**src/rtl/rv32m_pkg.sv**
```systemverilog
// Shared definitions for the RV32M iterative divide/remainder unit.
//   - funct3 encodings for DIV/DIVU/REM/REMU
//   - FSM state encoding
//   - signed-overflow dividend constant
package rv32m_pkg;

  localparam logic [2:0] F3_DIV  = 3'b100;
  localparam logic [2:0] F3_DIVU = 3'b101;
  localparam logic [2:0] F3_REM  = 3'b110;
  localparam logic [2:0] F3_REMU = 3'b111;

  typedef enum logic [1:0] {
    IDLE = 2'b00,
    CALC = 2'b01,
    DONE = 2'b10
  } state_t;

  localparam logic [31:0] OVF_DIVIDEND = 32'h8000_0000;

endpackage

```
**src/rtl/div_core_unsigned.sv**
```systemverilog
// Unsigned restoring divider datapath: one quotient bit per step.
// Ports:
//   clk, rst       clock, asynchronous active-high reset
//   load           latch load_dq/load_rem/divisor and rearm the counter
//   step           perform one shift/subtract iteration
//   load_dq        initial dividend/quotient register value
//   load_rem       initial partial remainder value
//   divisor        divisor magnitude
//   quot, rem      current quotient / remainder registers
//   last           counter has reached zero (final iteration this step)
module div_core_unsigned #(
  parameter int len = 32
) (
  input  logic           clk,
  input  logic           rst,
  input  logic           load,
  input  logic           step,
  input  logic [len-1:0] load_dq,
  input  logic [len-1:0] load_rem,
  input  logic [len-1:0] divisor,
  output logic [len-1:0] quot,
  output logic [len-1:0] rem,
  output logic           last
);

  localparam int CW = $clog2(len);

  logic [len-1:0] dq_q;
  logic [len-1:0] rem_q;
  logic [len-1:0] dvsr_q;
  logic [CW-1:0]  cnt_q;

  logic [len:0]   part;
  logic [len:0]   sub;
  logic           restore;

  // The shifted partial remainder is len+1 bits wide. When its top bit is
  // set it already exceeds any len-bit divisor, so the borrow of the
  // low-part subtraction only matters when that bit is clear.
  always_comb begin
    part    = {rem_q, dq_q[len-1]};
    sub     = {1'b0, part[len-1:0]} - {1'b0, dvsr_q};
    restore = sub[len] & ~part[len];
  end

  always_ff @(posedge clk or posedge rst) begin
    if (rst) begin
      dq_q   <= '0;
      rem_q  <= '0;
      dvsr_q <= '0;
      cnt_q  <= '0;
    end else if (load) begin
      dq_q   <= load_dq;
      rem_q  <= load_rem;
      dvsr_q <= divisor;
      cnt_q  <= CW'(len - 1);
    end else if (step) begin
      cnt_q <= cnt_q - 1'b1;
      if (restore) begin
        rem_q <= part[len-1:0];
        dq_q  <= {dq_q[len-2:0], 1'b0};
      end else begin
        rem_q <= sub[len-1:0];
        dq_q  <= {dq_q[len-2:0], 1'b1};
      end
    end
  end

  assign quot = dq_q;
  assign rem  = rem_q;
  assign last = (cnt_q == '0);

endmodule

```
**src/rtl/rv32m_div_unit.sv**
```systemverilog
// RV32M iterative divide/remainder unit (DIV, DIVU, REM, REMU).
// Restoring algorithm, one quotient bit per clock; signed operations run on
// magnitudes with a sign fix-up on the result. Divide-by-zero and signed
// overflow complete in one cycle.
// Optional build macro RV32M_DIV_EARLY_OUT_EN: when the divisor magnitude
// exceeds the dividend magnitude the result (q=0, r=dividend) is produced in
// one cycle instead of running the full iteration.
// Ports:
//   clk     system clock
//   rst     asynchronous active-high reset
//   start   request, sampled only in IDLE
//   funct3  RV32M funct3 (bit 2 ignored)
//   rs1     dividend, rs2 divisor (sampled on the accepting edge)
//   busy    high while iterating
//   done    one-cycle pulse, result valid
//   result  quotient or remainder, held until the next accepted start
module rv32m_div_unit
  import rv32m_pkg::*;
#(
  parameter int len = 32
) (
  input  logic           clk,
  input  logic           rst,
  input  logic           start,
  input  logic [2:0]     funct3,
  input  logic [len-1:0] rs1,
  input  logic [len-1:0] rs2,
  output logic           busy,
  output logic           done,
  output logic [len-1:0] result
);

  localparam logic [len-1:0] MIN_NEG = {1'b1, {(len-1){1'b0}}};

  state_t state_q, state_d;

  logic           op_rem_q, neg_quot_q, neg_rem_q, raw_q;
  logic           is_signed, sgn1, sgn2;
  logic [len-1:0] mag1, mag2;
  logic           div_zero, ovf, early, special, accept;
  logic [len-1:0] load_dq, load_rem;
  logic [len-1:0] quot, rem, sel;
  logic           last, neg;
  logic           unused_f3;

  assign unused_f3 = funct3[2];

  // Operand decode and special-case detection (only meaningful in IDLE).
  // Special cases preload the core registers with their final values, so
  // the result path is identical for every completion route.
  always_comb begin
    is_signed = ~funct3[0];
    sgn1      = is_signed & rs1[len-1];
    sgn2      = is_signed & rs2[len-1];
    mag1      = sgn1 ? -rs1 : rs1;
    mag2      = sgn2 ? -rs2 : rs2;
    div_zero  = (rs2 == '0);
    ovf       = is_signed && (rs1 == MIN_NEG) && (rs2 == '1);
`ifdef RV32M_DIV_EARLY_OUT_EN
    early     = (mag2 > mag1);
`else
    early     = 1'b0;
`endif
    special   = div_zero | ovf | early;
    load_dq   = mag1;
    load_rem  = '0;
    if (div_zero) begin
      load_dq  = '1;
      load_rem = rs1;
    end else if (ovf) begin
      load_dq  = MIN_NEG;
      load_rem = '0;
    end else if (early) begin
      load_dq  = '0;
      load_rem = rs1;
    end
  end

  always_ff @(posedge clk or posedge rst) begin
    if (rst) begin
      state_q <= IDLE;
    end else begin
      state_q <= state_d;
    end
  end

  always_comb begin
    state_d = state_q;
    accept  = 1'b0;
    busy    = 1'b0;
    done    = 1'b0;
    unique case (state_q)
      IDLE: begin
        if (start) begin
          accept  = 1'b1;
          state_d = special ? DONE : CALC;
        end
      end
      CALC: begin
        busy = 1'b1;
        if (last) state_d = DONE;
      end
      DONE: begin
        done    = 1'b1;
        state_d = IDLE;
      end
      default: state_d = IDLE;
    endcase
  end

  always_ff @(posedge clk or posedge rst) begin
    if (rst) begin
      op_rem_q   <= 1'b0;
      neg_quot_q <= 1'b0;
      neg_rem_q  <= 1'b0;
      raw_q      <= 1'b0;
    end else if (accept) begin
      op_rem_q   <= funct3[1];
      neg_quot_q <= sgn1 ^ sgn2;
      neg_rem_q  <= sgn1;
      raw_q      <= special;
    end
  end

  div_core_unsigned #(.len(len)) u_core (
    .clk      (clk),
    .rst      (rst),
    .load     (accept),
    .step     (busy),
    .load_dq  (load_dq),
    .load_rem (load_rem),
    .divisor  (mag2),
    .quot     (quot),
    .rem      (rem),
    .last     (last)
  );

  // Special-case values are already final and bypass the sign fix-up.
  always_comb begin
    sel    = op_rem_q ? rem : quot;
    neg    = ~raw_q & (op_rem_q ? neg_rem_q : neg_quot_q);
    result = neg ? -sel : sel;
  end

endmodule

```
**config.mk**
```make
export PLATFORM = sky130hd
export DESIGN_NAME = rv32m_div_unit
export DESIGN_NICKNAME = d
export VERILOG_FILES = /design/src/rtl/rv32m_pkg.sv /design/src/rtl/div_core_unsigned.sv /design/src/rtl/rv32m_div_unit.sv
export SDC_FILE = /design/constraint.sdc
export NUM_CORES = 1
export LEC_CHECK = 0
export CAP_MARGIN = 20
export CORE_MARGIN = 3
export CORE_UTILIZATION = 45
export CTS_CLUSTER_DIAMETER = 80
export DETAILED_ROUTE_END_ITERATION = 8
export PLACE_DENSITY = 0.7
export SETUP_SLACK_MARGIN = 0.4
export SLEW_MARGIN = 20
export SYNTH_ARGS = -nofsm -noshare
export SYNTH_HDL_FRONTEND = slang
export SYNTH_SLANG_ARGS = --single-unit
```
**constraint.sdc**
```tcl
create_clock -name clk -period 12.5 [get_ports clk]
set_clock_uncertainty 0.05 [all_clocks]
set_input_delay 2.5 -clock clk [delete_from_list [all_inputs] [get_ports clk]]
set_output_delay 2.5 -clock clk [all_outputs]
set_load 0.02 [all_outputs]
```
==> results.sh, run 1 <==
export IMPL_nNetsFinal=1315
export IMPL_htree_levels=3
export IMPL_top_layer="met4"
export IMPL_hold_buffers=0
export IMPL_dpl_cell_area_um2=10400
export IMPL_worst_pin_slew_ns=1.04
export IMPL_initial_core_util_pct=46.8
export IMPL_gr_total_overflow=0
export IMPL_clock_sinks=107
export IMPL_end_kind="primary output"
export IMPL_drive_gt1_share_pct=6.52
export IMPL_ioPinCount=104
export IMPL_hold_viol_final=0
export IMPL_irDropWorstVdd_v=0.0000963
export IMPL_die_y_um=150
export IMPL_async_flop_share_pct=100
export IMPL_outcome="completed"
export IMPL_grt_usage_pct=23.1
export IMPL_yosysSeqAreaShare_pct=28.8
export IMPL_final_instance_count_excl_fill=1476
export IMPL_ys_ff_latch=107
export IMPL_slew_headroom_pct=30.1
export IMPL_grt_max_degree=74
export IMPL_grt_pass1_wl_mm=41.5
export IMPL_dpl_cell_count=1460
export IMPL_routed_wl_mm=25.8
export IMPL_met3_length_mm=1.56
export IMPL_numCtsBuffers=9
export IMPL_worstPathArrival_ns=4.48
export IMPL_hp_class="reg -> reg"
export IMPL_drt_iter0_markers=685
export IMPL_gp_congestion=0.892
export IMPL_met1_length_mm=12.8
export IMPL_clockBufferDepth=2
export IMPL_post_cts_buffers=0
export IMPL_stdcell_area_um2=10700
export IMPL_critPathLaunchType="flop"
export IMPL_rr_worst_depth=13
export IMPL_met2WireLength_mm=11.1
export IMPL_syn2layout_area_growth_pct=15.7
export IMPL_finalSetupViolCount=0
export IMPL_yosysWarnings=0
export IMPL_crit_path_max_incr_delay_ns=0.63
export IMPL_netlist_area_um2=9280
export IMPL_clkLatencyLatePin_ns=0.36
export IMPL_leakagePower_nw=4.48
export IMPL_fp_coreArea_um2=19800
export IMPL_avgSynthCellArea_um2=8.11
export IMPL_cts_resized=0
export IMPL_cts_clk_slew_worst_paths_ns=0.07
export IMPL_antenna_cells=0
export IMPL_r2r_slack_ns=8.46
export IMPL_max_freq_ghz=0.142
export IMPL_synth_edf_count=0
export IMPL_slew_violations=0
export IMPL_holdPathStages=2
export IMPL_antenna_found_initial=0
export IMPL_crit_slowest_cell="clkdlybuf4s50_1"
export IMPL_grt_pass1_vias=7833
export IMPL_vias_per_cell=5.70
export IMPL_maxCapViolCount=0
export IMPL_critPathRequiredTime_ns=9.95
export IMPL_dieArea_um2=22400
export IMPL_route_detailed_drc=0
export IMPL_clock_root_buffer="clkbuf_16"
export IMPL_utilization_pct=54.1
export IMPL_p_per_area_nw_per_um2=329
export IMPL_cts_tree="yes"
export IMPL_wl_per_cell_um=17.5
export IMPL_dr_total_vias=8406
export IMPL_ys_types=81
export IMPL_placement_rows=51
export IMPL_die_w_um=150
export IMPL_syn_instance_count=1144
export IMPL_drt_pass1_iterations=6
export IMPL_critical_path_class="reg -> out"
export IMPL_ys_flop_type="dfrtp_1"
export IMPL_place_hpwl_mm=19.6
export IMPL_antenna_left=0
export IMPL_tns_ns=0
export IMPL_rsz0062_at_grt="no"
export IMPL_port_buffers=102
export IMPL_crit_fanout=64
export IMPL_syn_nets=1253
export IMPL_timing_final_crit_share_pct=56.3
export IMPL_crit_chain="buf_4 > mux2i_1 > ha_1 > o211ai_1 > nor3b_2 > and2b_2 > nand4_1 > or2_1 > or3_4 > o21ai_2 > xor2_1 > clkdlybuf4s50_1"
export IMPL_min_period_ns=7.03
==> final timing paths <==
kind                                   start           endpoint
max                                 op_rem_q         result[28]
min                        u_core.dvsr_q[24]  u_core.dvsr_q[24]
max reg2reg                  u_core.quot[31]      u_core.rem[4]
min reg2reg                u_core.dvsr_q[24]  u_core.dvsr_q[24]
max in group asynchronous                rst           op_rem_q
min in group asynchronous                rst   u_core.dvsr_q[4]
==> worst max-delay path, delay by kind of cell, from the launching register on <==
family / cells / cell delay (ns)
multiplexers: 1 / 0.47
flip-flops: 1 / 0.35
XOR/XNOR: 1 / 0.16
buffers and inverters: 2 / 1.24
adder cells (fa/ha/maj): 1 / 0.26
AND/OR/NAND/NOR: 5 / 1.33
AO/OA/AOI/OAI: 2 / 0.32
==> final cells by class <==
| cell class | instances | area (um^2) |
|---|---|---|
| flip-flops and latches | 107 | 2680 |
| fillers | 1913 | 9100 |
| clock inverters | 5 | 67.6 |
| clock buffers | 11 | 253 |
| well taps | 265 | 332 |
| repair buffers | 111 | 1090 |
| multi-input cells | 922 | 6110 |
| inverters | 55 | 209 |
==> logic make-up after synthesis <==
group           synth area share [%]
compound gates                  24.5
xor+xnor                        11.2
fa+ha+maj                       5.34
buf+inv                         5.41
flops                           28.8
mux                             6.43
simple gates                    18.2
==> layer usage <==
layer	GRT usage [%]	vias to the layer above
li1	-	4232
met1	34.7	3898
met2	35.3	251
met3	2.39	25
met4	6.82	0
met5	0	-
==> metrics by stage <==
stage	worst slack [ns]	power [W]	hold WS, ns
2_1_floorplan	5.91	0.00253	0.398
3_3_place_gp	5.85	0.00316	0.411
3_5_place_dp	5.83	0.00320	0.420
4_1_cts	5.44	0.00352	0.437
5_1_grt	5.15	0.00386	0.453
6_report	5.47	0.00353	0.429
==> state kept, by name (all words and copies together), names as in the netlist <==
name,cells
u_core.dvsr_q,32
u_core.quot,32
u_core.rem,32
u_core.cnt_q,5
state_q,2
neg_quot_q,1
neg_rem_q,1
op_rem_q,1
raw_q,1
==> Yosys cell counts, drive strengths merged (11+ instances only) <==
| master | n | share of area (%) |
|---|---|---|
| o31ai | 16 | 1.4 |
| xnor2 | 54 | 5.1 |
| nor2 | 78 | 3.3 |
| nand4 | 12 | 0.81 |
| nor3 | 36 | 1.9 |
| a21oi | 101 | 5.9 |
| inv | 55 | 2.2 |
| xor2 | 65 | 6.1 |
| nand2b | 13 | 0.88 |
| a211oi | 15 | 1.3 |
| ha | 38 | 5.1 |
| dfrtp | 107 | 29 |
| clkbuf | 40 | 1.6 |
| buf | 20 | 1.6 |
| nand3 | 13 | 0.70 |
| a22oi | 13 | 1.1 |
| nand2 | 130 | 5.3 |
| a21o | 24 | 1.9 |
| a31oi | 23 | 1.6 |
| o211ai | 11 | 0.94 |
| mux2i | 54 | 5.8 |
| o21ai | 110 | 6.1 |
==> layout by cell type, fill, tap and decap left out, types with 7 or more instances in the layout <==
master and count:
a21o_1 24, a21oi_1 91, o31ai_1 15, o22ai_1 8
a221oi_1 7, xnor2_1 54, nand3_1 13, inv_1 53
nor2_1 75, o211ai_1 10, a31oi_1 23, mux2i_1 54
o41ai_1 7, or2_2 7, xor2_1 65, nand2b_1 13
a21oi_2 10, nand2_1 128, nor3_1 36, o21ai_0 106
dfrtp_1 106, nor4_1 8, buf_4 9, clkdlybuf4s50_1 102
clkbuf_16 9, nand4_1 12, ha_1 38, a211oi_1 14
a22oi_1 13
==> power by group <==
part | switching, W | leakage, nW | internal, W
sequential | 0.000213 | 1.28 | 0.000538
combinational | 0.00135 | 3.05 | 0.00111
clock | 0.000144 | 0.159 | 0.000170
total | 0.00171 | 4.48 | 0.00182
(Power assumes the default switching activity.)
==> run 2: changes to the inputs <==
clock period = 7.2 ns   (was 12.5 ns; I/O delays follow)
==> run 2 against run 1 <==
Compared with the run above: non-clock buffer count rose by 2; utilization down 0.057 points; die area unchanged; sequential share of layout area hardly changed; count of clock-buffer cells in the layout shrank 1; cell count hardly changed; wire length is 0.37% higher; combinational power up 73%; clock power is 63% higher; global-route usage is 0.084 points higher; critical path type unchanged; largest cell class unchanged; highest routed layer unchanged.
==> results.sh, run 2 (synthesis gave the netlist of run 1 again) <==
export IMPL_wl_per_cell_um=17.5
export IMPL_place_hpwl_mm=19.6
export IMPL_finalSetupViolCount=0
export IMPL_stdcell_area_um2=10700
export IMPL_die_y_um=150
export IMPL_critical_path_class="reg -> out"
export IMPL_r2r_slack_ns=3.03
export IMPL_clkLatencyLatePin_ns=0.36
export IMPL_outcome="completed"
export IMPL_tns_ns=0
export IMPL_gr_total_overflow=0
export IMPL_cts_tree="yes"
export IMPL_grt_pass1_wl_mm=41.7
export IMPL_top_layer="met4"
export IMPL_min_delay_start="u_core.dvsr_q[13]"
export IMPL_critPathLaunchType="flop"
export IMPL_worstPathArrival_ns=4.13
export IMPL_post_cts_buffers=0
export IMPL_met2WireLength_mm=11.3
export IMPL_clock_sinks=107
export IMPL_grt_usage_pct=23.2
export IMPL_vias_per_cell=5.77
export IMPL_p_per_area_nw_per_um2=568
export IMPL_syn2layout_area_growth_pct=15.6
export IMPL_met1_length_mm=12.4
export IMPL_irDropWorstVdd_v=0.000181
export IMPL_die_w_um=150
export IMPL_timing_final_crit_share_pct=78.0
export IMPL_worst_pin_slew_ns=0.920
export IMPL_grt_max_degree=99
export IMPL_antenna_cells=0
export IMPL_nNetsFinal=1317
export IMPL_hold_buffers=0
export IMPL_grt_pass1_vias=7950
export IMPL_most_common_layout_cells="nand2_1 (128), o21ai_0 (106), dfrtp_1 (106)"
export IMPL_hp_class="reg -> reg"
export IMPL_antenna_found_initial=0
export IMPL_min_period_ns=5.62
export IMPL_slew_violations=0
export IMPL_num_fill_cells=1884
export IMPL_initial_core_util_pct=46.8
export IMPL_port_buffers=102
export IMPL_met3_length_mm=1.70
export IMPL_dpl_cell_area_um2=10400
export IMPL_hold_viol_final=0
export IMPL_fp_coreArea_um2=19800
export IMPL_htree_levels=3
export IMPL_crit_slowest_cell="clkdlybuf4s50_1"
export IMPL_clock_root_buffer="clkbuf_16"
export IMPL_crit_path_max_incr_delay_ns=0.62
export IMPL_slew_headroom_pct=38.6
export IMPL_rr_worst_depth=13
export IMPL_antenna_left=0
export IMPL_leakagePower_nw=4.47
export IMPL_crit_fanout=53
export IMPL_holdPathEnd="u_core.dvsr_q[13]"
export IMPL_drive_gt1_share_pct=6.60
export IMPL_clockBufferDepth=2
export IMPL_ioPinCount=104
export IMPL_dieArea_um2=22400
export IMPL_routed_wl_mm=25.9
export IMPL_worstReg2RegStart="u_core.quot[31]"
export IMPL_placement_rows=51
export IMPL_reg2reg_to="u_core.rem[4]"
export IMPL_end_kind="primary output"
export IMPL_crit_chain="buf_4 > mux2_2 > nor4_1 > and2_1 > o21ai_1 > or3_1 > nor2_1 > a41oi_1 > xnor2_1 > clkdlybuf4s50_1"
export IMPL_drt_iter0_markers=691
export IMPL_numCtsBuffers=9
export IMPL_max_freq_ghz=0.178
export IMPL_gp_congestion=0.898
export IMPL_maxCapViolCount=0
export IMPL_utilization_pct=54.1
export IMPL_cts_clk_slew_worst_paths_ns=0.07
export IMPL_critPathRequiredTime_ns=5.71
export IMPL_drt_pass1_iterations=5
export IMPL_rsz0062_at_grt="no"
export IMPL_dr_total_vias=8528
export IMPL_cts_resized=0
export IMPL_holdPathStages=2
export IMPL_route_detailed_drc=0
export IMPL_layout_commonest_cell="nand2_1"
==> run 2: changes by cell type in the layout (fill, tap and decap cells not counted), sizes merged <==
cell	previous run	this run
buf	9	11
inv	58	56
clkbuf	11	10
clkinvlp	0	2
==> run 2: per-layer routing <==
| metal | GRT usage (%) | vias to the layer above |
|---|---|---|
| li1 | - | 4234 |
| met1 | 34.1 | 3985 |
| met2 | 35.9 | 272 |
| met3 | 3.00 | 37 |
| met4 | 6.73 | 0 |
| met5 | 0 | - |
==> run 2: power breakdown <==
part	leakage (nW)	internal, W	total, W	switching, W
sequential	1.28	0.000934	0.00132	0.000388
clock	0.135	0.000270	0.000511	0.000241
combinational	3.06	0.00194	0.00427	0.00233
total	4.47	0.00314	0.00610	0.00296
==> run 2: area by class of cell <==
cell class              count  area, um^2  area share, %
repair buffers            113        1100           10.3
inverters                  55         209           1.95
multi-input cells         922        6110           57.0
clock buffers              10         229           2.13
well taps                 265         332           3.09
clock inverters             5        62.6          0.583
flip-flops and latches    107        2680           25.0
==> run 2: worst max-delay path by stage <==
stage | start | to | slack, ns | cells past startpoint
2_1_floorplan | op_rem_q | result[30] | 1.67 | 17
3_3_place_gp | op_rem_q | result[31] | 1.95 | 10
3_5_place_dp | op_rem_q | result[31] | 1.93 | 10
4_1_cts | op_rem_q | result[31] | 1.53 | 10
5_1_grt | op_rem_q | result[31] | 1.27 | 10
6_report | op_rem_q | result[31] | 1.58 | 10
==> run 2: worst max-delay path, delay by kind of cell, from the launching register on <==
family	cells	cell delay (ns)
AOI/OAI and AO/OA	2	0.29
xor gates and xnor gates	1	0.19
and+or+nand+nor	4	1.13
buffers and inverters	2	1.20
DFF	1	0.51
muxes	1	0.43
==> run 2: stage by stage <==
step	instances	setup slack, ns	hold WS (ns)	total power, W
after global placement	1462	1.95	0.412	0.00547
after global routing	1477	1.27	0.444	0.00667
final	1477	1.58	0.427	0.00610
after detailed placement	1462	1.93	0.420	0.00555
after floorplan	1144	1.67	0.398	0.00439
after CTS	1477	1.53	0.437	0.00608
